`config.mk`:
```
export PLATFORM = sky130hd
export DESIGN_NAME = fetch_unit
export DESIGN_NICKNAME = d
export VERILOG_FILES = /design/src/rtl/fetch_unit.sv
export SDC_FILE = /design/constraint.sdc
export NUM_CORES = 1
export LEC_CHECK = 0
export BUFFER_PORTS_ARGS = -buffer_cell sky130_fd_sc_hd__buf_2
export CORE_MARGIN = 4
export CORE_UTILIZATION = 50
export CTS_BUF_LIST = sky130_fd_sc_hd__clkbuf_8
export DETAILED_ROUTE_END_ITERATION = 8
export HOLD_SLACK_MARGIN = 0.03
export PLACE_DENSITY = 0.79
export SLEW_MARGIN = 20
export SYNTH_ARGS = -nofsm -noshare
export SYNTH_HDL_FRONTEND = slang
export SYNTH_SLANG_ARGS = --single-unit
```
`constraint.sdc`:
```
create_clock -name clk -period 2.8 [get_ports clk]
set_input_delay 0.28 -clock clk [delete_from_list [all_inputs] [get_ports clk]]
set_output_delay 0.28 -clock clk [all_outputs]
set_load 0.05 [all_outputs]
```
`src/rtl/fetch_unit.sv`:
```
// Instruction fetch stage: owns the PC, fetches over a req/ack memory handshake and
// hands each word plus its R15 value (address + 8) to the decoder through a valid/ready register.
module fetch_unit #(
    parameter logic [31:0] RESET_PC = 32'h00000000
) (
    input  logic        clk,
    input  logic        rst,
    input  logic        en,
    output logic        imem_req,
    output logic [31:0] imem_addr,
    input  logic        imem_ack,
    input  logic [31:0] imem_rdata,
    input  logic        branch_valid,
    input  logic [31:0] branch_target,
    output logic        instr_valid,
    input  logic        instr_ready,
    output logic [31:0] instr,
    output logic [31:0] pc_out,
    output logic [31:0] r15
);

    typedef enum logic [1:0] {IDLE, FETCH, HOLD, DRAIN} state_t;

    state_t      state;
    logic [31:0] pc;
    logic [31:0] target;
    logic        unused_ok;

    assign target    = {branch_target[31:2], 2'b00};
    assign unused_ok = &{1'b0, branch_target[1:0]};

    assign imem_req  = (state == FETCH);
    assign imem_addr = pc;

    // A redirect wins over every other event; in DRAIN the squashed request's ack
    // must still be absorbed before a new request may be issued.
    always_ff @(posedge clk or negedge rst) begin
        if (!rst) begin
            state       <= IDLE;
            pc          <= RESET_PC;
            instr_valid <= 1'b0;
            instr       <= '0;
            pc_out      <= RESET_PC;
            r15         <= RESET_PC + 32'd8;
        end else begin
            case (state)
                IDLE: begin
                    if (branch_valid) begin
                        pc    <= target;
                        state <= en ? FETCH : IDLE;
                    end else if (en) begin
                        state <= FETCH;
                    end
                end
                FETCH: begin
                    if (branch_valid) begin
                        pc    <= target;
                        state <= imem_ack ? FETCH : DRAIN;
                    end else if (imem_ack) begin
                        instr       <= imem_rdata;
                        pc_out      <= pc;
                        r15         <= pc + 32'd8;
                        pc          <= pc + 32'd4;
                        instr_valid <= 1'b1;
                        state       <= HOLD;
                    end
                end
                HOLD: begin
                    if (branch_valid) begin
                        pc          <= target;
                        instr_valid <= 1'b0;
                        state       <= en ? FETCH : IDLE;
                    end else if (instr_ready) begin
                        instr_valid <= 1'b0;
                        state       <= en ? FETCH : IDLE;
                    end
                end
                DRAIN: begin
                    if (branch_valid) begin
                        pc <= target;
                    end
                    if (imem_ack) begin
                        state <= en ? FETCH : IDLE;
                    end
                end
                default: state <= IDLE;
            endcase
        end
    end

endmodule

```
==> metrics.txt <==
Worst Tran Pin Value a little under 700 ps; GRT Util Overall 24.8%; clk sinks 124; Worst R2R Start imem_addr[5]; Tcrit/Tclk final 84.4%; Pre-Repair DR Iteration Count 5; hold path start imem_rdata[22]; HP Class primary input to flop; Mapped Cells a little under 700; synth top area cells dfrtp_1, nand2_1, xnor2_1; synth warn 0; top cells by count, synth nand2_1, dfrtp_1, o21ai_0, nor2_1, clkbuf_1; GP Congestion between 0.8 and 0.9; Max VDD drop between 0.6 and 0.7 mV; Worst-path clk slew about 70 ps; number of library cell types mapped by synthesis 45; Crit Path Class flop to flop; Antenna Nets Post-Route 0; Core Region 11400 um^2; I/O Pins 200; number of synthesized flops with an enable pin 0; sequential power share between 30% and 40%; post-CTS sizing 0; Most used DFF post-synth dfrtp_1; top cell type's share of synthesized area 52.8%; Worst slew margin 53.9%; WHS 44.4 ps; pwr/cell area approximately 1300 nW/um^2; signal arrival time at the worst endpoint between 2000 and 3000 ps; row count 39; register area 3100 um^2; Nets 940; clk_skew ~8.4 ps; port bufs 191; DP Cell Count 977; Die Ht 116 um; Post-CTS Setup Bufs 0; async set or reset register ratio after synthesis 100%; Starting Density 51.1%; highest routed metal layer met5; Cell Area, Placed 6890 um^2; Max Cap Violations 0; Setup WS pre-CTS ~470 ps; fraction of layout cells with a size suffix above 1 28.1%; worst path required time 3110 ps; CTS tree yes; die area 13500 um^2; DR vias about 5300; Max FO, Critical Path 12; final hold vios 0; Yosys reg bits approximately 120; CP startpoint kind flop; vias in the first global route 5095; # fillers 1005; Worst Setup End Kind flop; DR DRC count 0; Syn Area/Cell roughly 8.7 um^2; area taken by multi-input logic gates 2500 um^2; Gate power share 50.7%; Fmax 0.423 GHz; Initial DRC Count 431; RSZ-0062 raised after global routing false; final cell count without fillers 1024; Sw Pwr 0.00497 W; Clk Latency, worst-skew pair 430 ps; Finish-stage setup viols 0; area leader, netlist dfrtp_1; total wire length 16400 um; sequential area share after synthesis 53.2%; GRT Residual Overflow 0; Detailed Place HPWL 11400 um; CTS hold repair buffers 15; largest net degree at the start of global routing 76; synthesized area just under 6000 um^2; WL met2 8220 um; count leader, synth nand2_1; Clock H-tree levels 4; Via density 5.22; DIE WIDTH 116 um; first-pass GRT wire length 25900 um; CTS Root Cell clkbuf_8; WL met1 6970 um; antenna violations before repair 1; design area 7470 um^2; Fin Setup TNS 0 ps; synthesis-to-finish area growth 28.1%; final setup margin about 440 ps; total length of routed met3 wires 1110 um; cts bufs inserted 17; Final min period 2360 ps; Max Slew Vio Count 0; clock share of power between 10% and 20%; cell leakage power 3.77 nW; outcome completed; Switching Fraction 52.2%; maximum clock insertion buffer count 2; crit path launch imem_addr[5]; Int Pwr 0.00454 W; post-DR wirelength/cell 16.1 um
-- cell families after synthesis --
logic type      count (synthesis)  share of synthesized area (%)
compound gates                 82                           7.75
mux                             3                          0.558
other cells                     1                         0.0643
buf+inv                        57                           4.44
flops                         124                           53.2
simple gates                  360                           26.8
fa+ha+maj                       2                          0.429
xor+xnor                       45                           6.76
-- per-stage QoR --
step	utilization, %	power (W)
final	65.4	0.00951
after global routing	65.4	0.0100
after CTS	65.4	0.00956
after detailed placement	60.4	0.00788
after global placement	60.4	0.00780
after floorplan	-	0.00664
-- placed cells by master (no fill, tap or decap), types with 3 or more instances in the layout --
master         count
a21oi_1           18
and3_1             8
buf_2            190
buf_4             14
bufinv_16          3
clkbuf_8          22
clkinv_2           4
conb_1             6
dfrtp_1          123
dlygate4sd3_1     15
inv_1              7
nand2_1          243
nand3_1           20
nand4_1           14
nor2_1            33
nor3_1            20
o21ai_0           44
o21ai_1            8
or4_1              4
xnor2_1           29
xor2_1            16
-- critical path: stages, from the launching register on --
cell     delay, ps
dfrtp_1        600
nand4_4        190
or4_1          790
nor3_1         310
xor2_1          90
mux2_2         270
-- layer usage --
metal,vias up,GRT usage [%]
li1,2586,-
met1,2546,33.0
met2,196,40.7
met3,12,5.38
met4,2,7.73
met5,-,0
-- final timing paths --
path                            cells after the start  slack [ps]            end
worst max-delay path                                5         440  imem_addr[19]
worst min-delay path                                3          40      instr[22]
worst max register to register                      5         440  imem_addr[19]
worst min register to register                      2         470      pc_out[6]
max in group asynchronous                           3        1640       instr[7]
min in group asynchronous                           2         450     pc_out[29]
-- state kept, by name (all words and copies together) (netlist names) --
register / count
imem_addr: 30
r15: 29
instr: 32
pc_out: 30
state: 2
instr_valid: 1
-- cell type report --
cell class	count	area share, %
tap	143	2.40
inverter	6	0.302
clock inverter	9	1.58
clock buffer	22	4.05
antenna	1	0.0335
multi-input combinational	498	33.5
sequential	124	41.6
timing repair buffer	221	16.6
-- power by group through the flow --
stage / clock (W) / sequential [W] / combinational, W
5_1_grt: 0.00176 / 0.00313 / 0.00512
3_3_place_gp: 0 / 0.00302 / 0.00478
4_1_cts: 0.00168 / 0.00303 / 0.00486
6_report: 0.00165 / 0.00303 / 0.00482
3_5_place_dp: 0 / 0.00305 / 0.00483
2_1_floorplan: 0 / 0.00552 / 0.00112
(Power assumes the default switching activity.)
